$ cat config.mk
export PLATFORM = sky130hd
export DESIGN_NAME = jtag_program_loader
export DESIGN_NICKNAME = d
export VERILOG_FILES = /design/src/rtl/jtag_pkg.sv /design/src/rtl/jtag_word_writer.sv /design/src/rtl/jtag_program_loader.sv
export SDC_FILE = /design/constraint.sdc
export NUM_CORES = 1
export LEC_CHECK = 0
export ABC_AREA = 0
export CORE_MARGIN = 1.5
export CORE_UTILIZATION = 57
export DETAILED_ROUTE_END_ITERATION = 7
export PLACE_DENSITY = 0.9
export SYNTH_ARGS = -nofsm -noshare
export SYNTH_HDL_FRONTEND = slang
export SYNTH_HIERARCHICAL = 1
export SYNTH_SLANG_ARGS = --single-unit
export TNS_END_PERCENT = 5
$ cat constraint.sdc
create_clock -name tck_i -period 7.1 [get_ports tck_i]
set_clock_uncertainty 0.05 [all_clocks]
set_input_delay 1.42 -clock tck_i [delete_from_list [all_inputs] [get_ports tck_i]]
set_output_delay 1.42 -clock tck_i [all_outputs]
set_load 0.02 [all_outputs]
$ cat src/rtl/jtag_pkg.sv
// Shared JTAG definitions: IR opcodes, capture value and the decoded instruction type.
package jtag_pkg;

  localparam logic [3:0] OP_LOAD_PROGRAM = 4'b0001;
  localparam logic [3:0] OP_SCAN_TEST    = 4'b0010;
  localparam logic [3:0] OP_BYPASS       = 4'b0011;
  localparam logic [3:0] IR_CAPTURE      = 4'b0001;

  typedef enum logic [1:0] {
    INSTR_BYPASS       = 2'd0,
    INSTR_LOAD_PROGRAM = 2'd1,
    INSTR_SCAN_TEST    = 2'd2
  } instr_e;

  // Unknown opcodes fall back to BYPASS so TDO always has a defined path.
  function automatic instr_e decode_ir(input logic [3:0] op);
    instr_e res;
    case (op)
      OP_LOAD_PROGRAM: res = INSTR_LOAD_PROGRAM;
      OP_SCAN_TEST:    res = INSTR_SCAN_TEST;
      OP_BYPASS:       res = INSTR_BYPASS;
      default:         res = INSTR_BYPASS;
    endcase
    return res;
  endfunction

endpackage

$ cat src/rtl/jtag_word_writer.sv
// Holds one received program word and presents it to instruction memory until accepted,
// then advances the word address.
module jtag_word_writer
  import jtag_pkg::*;
#(
  parameter int DR_WIDTH   = 32,
  parameter int ADDR_WIDTH = 10
) (
  input  logic                  tck_i,
  input  logic                  rst_i,
  input  logic                  wordValid_i,
  input  logic [DR_WIDTH-1:0]   word_i,
  input  logic                  addrClr_i,
  input  logic                  memReady_i,
  output logic                  memWrEn_o,
  output logic [ADDR_WIDTH-1:0] memAddr_o,
  output logic [DR_WIDTH-1:0]   memData_o
);

  logic                  wrEn_q, wrEn_d;
  logic [ADDR_WIDTH-1:0] addr_q, addr_d;
  logic [DR_WIDTH-1:0]   data_q, data_d;
  logic                  clrPend_q, clrPend_d;

  // An address clear arriving mid-write is deferred so the address stays stable until accepted.
  always_comb begin
    wrEn_d    = wrEn_q;
    addr_d    = addr_q;
    data_d    = data_q;
    clrPend_d = clrPend_q;
    if (wrEn_q) begin
      if (memReady_i) begin
        wrEn_d    = 1'b0;
        clrPend_d = 1'b0;
        if (clrPend_q || addrClr_i) begin
          addr_d = '0;
        end else begin
          addr_d = addr_q + ADDR_WIDTH'(1);
        end
      end else begin
        if (addrClr_i) begin
          clrPend_d = 1'b1;
        end else begin
          clrPend_d = clrPend_q;
        end
      end
    end else begin
      if (addrClr_i) begin
        addr_d = '0;
      end else begin
        addr_d = addr_q;
      end
      if (wordValid_i) begin
        wrEn_d = 1'b1;
        data_d = word_i;
      end else begin
        data_d = data_q;
      end
    end
  end

  always_ff @(posedge tck_i) begin
    if (rst_i) begin
      wrEn_q    <= 1'b0;
      addr_q    <= '0;
      data_q    <= '0;
      clrPend_q <= 1'b0;
    end else begin
      wrEn_q    <= wrEn_d;
      addr_q    <= addr_d;
      data_q    <= data_d;
      clrPend_q <= clrPend_d;
    end
  end

  assign memWrEn_o = wrEn_q;
  assign memAddr_o = addr_q;
  assign memData_o = data_q;

endmodule

$ cat src/rtl/jtag_program_loader.sv
// JTAG IR/DR registers and TDO mux; LOAD_PROGRAM streams 32-bit words into instruction memory.
module jtag_program_loader
  import jtag_pkg::*;
#(
  parameter int                  IR_WIDTH   = 4,
  parameter int                  DR_WIDTH   = 32,
  parameter int                  ADDR_WIDTH = 10,
  parameter logic [IR_WIDTH-1:0] IR_CAPTURE = jtag_pkg::IR_CAPTURE
) (
  input  logic                  tck_i,
  input  logic                  rst_i,
  input  logic                  tdi_i,
  input  logic                  shiftIR_i,
  input  logic                  updateIR_i,
  input  logic                  shiftDR_i,
  input  logic                  updateDR_i,
  input  logic                  SelectIR_i,
  output logic                  tdo_o,
  output logic                  scanEn_o,
  output logic                  scanIn_o,
  input  logic                  scanOut_i,
  output logic                  memWrEn_o,
  output logic [ADDR_WIDTH-1:0] memAddr_o,
  output logic [DR_WIDTH-1:0]   memData_o,
  input  logic                  memReady_i,
  output logic                  loadActive_o,
  output logic                  err_o
);

  localparam int CNT_W = $clog2(DR_WIDTH + 2);

  logic [IR_WIDTH-1:0] irShift_q, irShift_d;
  logic [IR_WIDTH-1:0] irReg_q, irReg_d;
  logic [DR_WIDTH-1:0] wordShift_q, wordShift_d;
  logic [CNT_W-1:0]    bitCnt_q, bitCnt_d;
  logic                bypass_q, bypass_d;
  logic                err_q, err_d;
  logic                wordValid_s;
  logic                addrClr_s;
  instr_e              instr_s;

  assign instr_s = decode_ir(irReg_q);

  // IR path; update wins over a simultaneous shift.
  always_comb begin
    irShift_d = irShift_q;
    irReg_d   = irReg_q;
    addrClr_s = 1'b0;
    if (updateIR_i) begin
      irReg_d   = irShift_q;
      irShift_d = IR_CAPTURE;
      addrClr_s = (decode_ir(irShift_q) == INSTR_LOAD_PROGRAM);
    end else if (shiftIR_i) begin
      irShift_d = {tdi_i, irShift_q[IR_WIDTH-1:1]};
    end else begin
      irShift_d = irShift_q;
    end
  end

  always_comb begin
    wordShift_d = wordShift_q;
    bitCnt_d    = bitCnt_q;
    bypass_d    = bypass_q;
    err_d       = err_q;
    wordValid_s = 1'b0;
    if (updateDR_i) begin
      bitCnt_d = '0;
      bypass_d = 1'b0;
      if (instr_s == INSTR_LOAD_PROGRAM) begin
        if ((bitCnt_q == CNT_W'(DR_WIDTH)) && !memWrEn_o) begin
          wordValid_s = 1'b1;
        end else begin
          err_d = 1'b1;
        end
      end else begin
        err_d = err_q;
      end
    end else if (shiftDR_i) begin
      case (instr_s)
        INSTR_LOAD_PROGRAM: begin
          wordShift_d = {tdi_i, wordShift_q[DR_WIDTH-1:1]};
          if (bitCnt_q != CNT_W'(DR_WIDTH + 1)) begin
            bitCnt_d = bitCnt_q + CNT_W'(1);
          end else begin
            bitCnt_d = bitCnt_q;
          end
        end
        INSTR_BYPASS: bypass_d = tdi_i;
        default:      bypass_d = bypass_q;
      endcase
    end else begin
      bitCnt_d = bitCnt_q;
    end
  end

  always_ff @(posedge tck_i) begin
    if (rst_i) begin
      irShift_q   <= IR_CAPTURE;
      irReg_q     <= IR_WIDTH'(OP_BYPASS);
      wordShift_q <= '0;
      bitCnt_q    <= '0;
      bypass_q    <= 1'b0;
      err_q       <= 1'b0;
    end else begin
      irShift_q   <= irShift_d;
      irReg_q     <= irReg_d;
      wordShift_q <= wordShift_d;
      bitCnt_q    <= bitCnt_d;
      bypass_q    <= bypass_d;
      err_q       <= err_d;
    end
  end

  jtag_word_writer #(
    .DR_WIDTH   (DR_WIDTH),
    .ADDR_WIDTH (ADDR_WIDTH)
  ) u_writer (
    .tck_i       (tck_i),
    .rst_i       (rst_i),
    .wordValid_i (wordValid_s),
    .word_i      (wordShift_q),
    .addrClr_i   (addrClr_s),
    .memReady_i  (memReady_i),
    .memWrEn_o   (memWrEn_o),
    .memAddr_o   (memAddr_o),
    .memData_o   (memData_o)
  );

  always_comb begin
    tdo_o = 1'b0;
    if (SelectIR_i) begin
      tdo_o = irShift_q[0];
    end else begin
      case (instr_s)
        INSTR_LOAD_PROGRAM: tdo_o = wordShift_q[0];
        INSTR_SCAN_TEST:    tdo_o = scanOut_i;
        INSTR_BYPASS:       tdo_o = bypass_q;
        default:            tdo_o = bypass_q;
      endcase
    end
  end

  assign scanEn_o     = (instr_s == INSTR_SCAN_TEST) && shiftDR_i && !updateDR_i;
  assign scanIn_o     = tdi_i;
  assign loadActive_o = (instr_s == INSTR_LOAD_PROGRAM);
  assign err_o        = err_q;

endmodule
== Yosys cells after proc, flatten, opt, wreduce, memory -nomap -nowiden ==
Index checks and enable logic that the tools add are counted.

* Register bits: 92
* Input bits: 10
* Output and inout bits: 48
* Logic and storage cells: 61

* $add $sub $neg: 2
* Eq/ne operators: 10
* Muxes and demuxes: 18
* Bitwise logic cells: 3
* Reductions and logical operators: 18

{| class="wikitable"
|+ Operators with widths
! cell !! number
|-
| two-way mux 10 bit || 4
|-
| adder 10 x 1 -> 10 bit (second input constant) || 1
|-
| two-way mux 1 bit || 10
|-
| AND reduction 3 bit || 3
|-
| == test 4 x 1 -> 1 bit (second input constant) || 2
|-
| == test 4 x 2 -> 1 bit (second input constant) || 2
|-
| one-hot mux 2 bit (2 select lines) || 2
|-
| AND reduction 2 bit || 4
|-
| adder 6 x 1 -> 6 bit (second input constant) || 1
|-
| == test 6 bit (second input constant) || 1
|-
| inequality test 6 bit (second input constant) || 1
|-
| == test 2 x 1 -> 1 bit (second input constant) || 2
|-
| nonzero test 2 bit || 2
|-
| OR reduction 2 bit || 2
|-
| logical AND 1 bit || 3
|-
| inverter 1 bit || 3
|-
| == test 2 bit (second input constant) || 1
|-
| logical NOT 1 bit || 2
|-
| logical NOT 2 bit || 1
|-
| two-way mux 2 bit || 1
|-
| inequality test 2 bit (second input constant) || 1
|-
| one-hot mux 1 bit (2 select lines) || 1
|-
| logical OR 1 bit || 1
|}

== Longest topological paths before layout ==
* Depth after elaboration: 9
* Gate-level depth with buffers: 11
* Gate-level depth less buffers: 9

== By module ==
Netlist, hierarchy kept.

{| class="wikitable"
|+ Modules (own cells, without submodules)
! module !! times used !! cells an instance !! area each (um^2) !! seq. area each (um^2)
|-
| jtag_program_loader || 1 || 237 || 1,953.1 || 960.9
|-
| jtag_word_writer || 1 || 209 || 1,709.1 || 880.8
|}

== Worst setup path after synthesis ==
Ideal clock, no wire load.

* Kind: input to output
* Start point: in scanOut_i
* End point: out tdo_o
* Arrival time: 1,889 ps
* Data required time: 5,630 ps
* Setup slack: 3,741 ps
* Cell stages on the path: 3
* Path buffers: 0
* Path through: a22oi_1 > a211oi_1 > a21o_1

* Word-level cells in the longest chain between the ends: 2

{| class="wikitable"
|+ RTL lines
! item !! RTL line !! source
|-
| from (decl) || jtag_program_loader.sv:21 || <nowiki>input logic scanOut_i,</nowiki>
|-
| one-hot mux 1 bit (2 select lines) || jtag_program_loader.sv:134 || <nowiki>case (instr_s)</nowiki>
|-
| two-way mux 1 bit || jtag_program_loader.sv:131 || <nowiki>if (SelectIR_i) begin</nowiki>
|-
| to (decl) || jtag_program_loader.sv:18 || <nowiki>output logic tdo_o,</nowiki>
|}

No other way between the ends.

== Worst setup path after layout ==
Same ends and word-level chain as after synthesis.

==> impl_metrics.ini <==
[run_status]
status = finished, final reports clean

[clock_network]
clk_latency_ns = 0.36
cts_buffers = 9
clockBufferDepth = 2
tritoncts = yes
root_buffer = clkbuf_8
cts_setup_buffers = 0
post_cts_resized = 0
path_clk_slew_ns = 0.09
h-tree-depth = 3
clock-sinks = 92
cts_hold_buffers = 0

[worst_hold_path]
min_path_type = flip-flop to flip-flop
hold_path_depth = 2

[synthesis]
synth_area_um2 = 3660
yosysUniqueCellTypes = 40
synth-seq-cells = 92
ys_top_cells_by_area = dfxtp_1, nand2_1, a21oi_1
syn_area_per_cell_um2 = 8.21
ys_seq_area_share_pct = 50.3
synth_top_area_cell = dfxtp_1
synth_top_area_share_pct = 50.3
async_flop_share_pct = 0
synth_edf_count = 0
syn_nets = 464
synth_flop_cell = dfxtp_1
syn_inst = 446
yosysWarnings = 6

[setup_path]
crit_path_max_fanout = 1
slowest_stage = clkdlybuf4s50_1
cpMostUsedCell = clkdlybuf4s50_1
endpoint_kind = primary output
path_cells = clkdlybuf4s50_1, a22oi_1, a211oi_1, a21o_1, clkdlybuf4s50_1
cp.required_ns = 5.63
critPathKind = input pin to primary output
setup.worst_path.start_class = input pin
reg2reg_depth = 10
cpPeakStageDelay_ns = 0.59
arrival_ns = 2.89

[grt]
overflow = 0
grt_pass1_wl_mm = 13.3
grt_pass1_vias = 2908
grt_max_degree = 82
antenna_found_initial = 0
grt_use_total_pct = 23.3

[floorplanning]
start_util_pct = 58.3
rows = 29
core_area_um2 = 6280
pin_count = 58
fp.dieH_um = 83.2
dieArea_um2 = 6910
die_w_um = 83.2

[finish]
fin_util_pct = 70.4
final_cell_mix = nand2_1, dfxtp_1, a21oi_1, clkdlybuf4s50_1, mux2i_1
multi_input_area_um2 = 1660
area_growth_pct = 20.6
layout.cells.most_common = nand2_1
nets = 507
nFillCells = 484
seqCellArea_um2 = 1840
n_antenna_cell = 0
layout-drive-gt1-share_pct = 5.67

[sta]
max-slew-margin-rel_pct = 16.2
period_share_pct = 61.4
finalCriticalPeriod_ns = 4.36
setup_viol = 0
worstMarginPinSlew_ns = 1.25
whs_ns = 0.400
finalHoldViolCount = 0
max_freq_mhz = 230
fin_setup_tns_ns = 0
finalMaxSlewViolations = 0
rsz0062_at_grt = false

[detailed_routing]
top_layer = met4
ant_nets = 0
wl_met3_um = 429
wl_met2_mm = 3.86
route.vias.total = 3188
drtPass1Iterations = 5
routed_wl_mm = 7.92
route.layer.met1.wl_mm = 3.54
drc = 0
vias_per_cell = 5.58
post_drt_wl_per_cell_um = 13.9
dr.first_iter.drc_count = 211

[power_and_ir_drop]
power_uw = 901
ir_drop_mv = 0.141
p_leak_uw = 0.00146
p_per_area_nw_per_um2 = 204

[flow_run]
cap_violations = 0

[place]
place_congestion = 0.889
io_buffer_count = 57
dp_hpwl_mm = 5.18
## critical path: cells and delay by family
family / cells / cell delay (ns)
AOI/OAI and AO/OA: 3 / 0.41
buffers and inverters: 2 / 1.05
## report_power, final
group	internal (µW)	switching (µW)	total, µW
registers	518	1.78	520
logic	16.2	29.1	45.3
clock network	143	193	337
## path summary, 6_finish.rpt
path               from                    end  slack, ns
min reg2reg       err_o                  err_o       0.40
min               err_o                  err_o       0.40
max reg2reg  irReg_q[3]  u_writer/memData_o[0]       4.47
max           scanOut_i                  tdo_o       2.74
## metal layers
metal,GRT usage [%],vias to the layer above
li1,-,1584
met1,30.8,1494
met2,37.7,100
met3,3.28,10
met4,11.1,0
met5,0,-
## kinds of logic after synthesis
family | count (synthesis) | synth area share (%)
AOI/OAI and AO/OA | 100 | 15.3
muxes | 14 | 3.83
adders and majority gates | 8 | 2.73
buffers and inverters | 40 | 4.54
DFF | 92 | 50.3
and+or+nand+nor | 192 | 23.3
## registers in the layout (all words and copies together), names as in the netlist, 4 cells and up
name	cells
bitCnt_q	6
wordShift_q	32
u_writer/memAddr_o	10
irShift_q	4
u_writer/memData_o	32
irReg_q	4
## through the flow
stage | setup WS (ns) | instance area [µm²] | instances
5_1_grt | 2.67 | 4420 | 571
6_report | 2.74 | 4420 | 571
3_3_place_gp | 2.76 | 4230 | 555
2_1_floorplan | 3.74 | 3660 | 446
4_1_cts | 2.73 | 4420 | 571
3_5_place_dp | 2.74 | 4230 | 555
## synth_stat cells (5+ instances only)
cell      count
ha_1          8
mux2i_1      14
nand2_1     144
a21oi_1      76
clkbuf_1     19
or3_1         5
o21ai_0       6
inv_1        12
o211ai_1      5
nor2_1       12
dfxtp_1      92
buf_2         7
## layout make-up
class	instances	share of cell area, %
Clock buffer	10	3.12
Clock inverter	6	1.16
Inverter	12	1.02
Multi-Input combinational cell	314	37.5
Sequential cell	92	41.7
Tap cell	77	2.18
Timing Repair Buffer	60	13.3
Power figures use the tool's default switching activity.
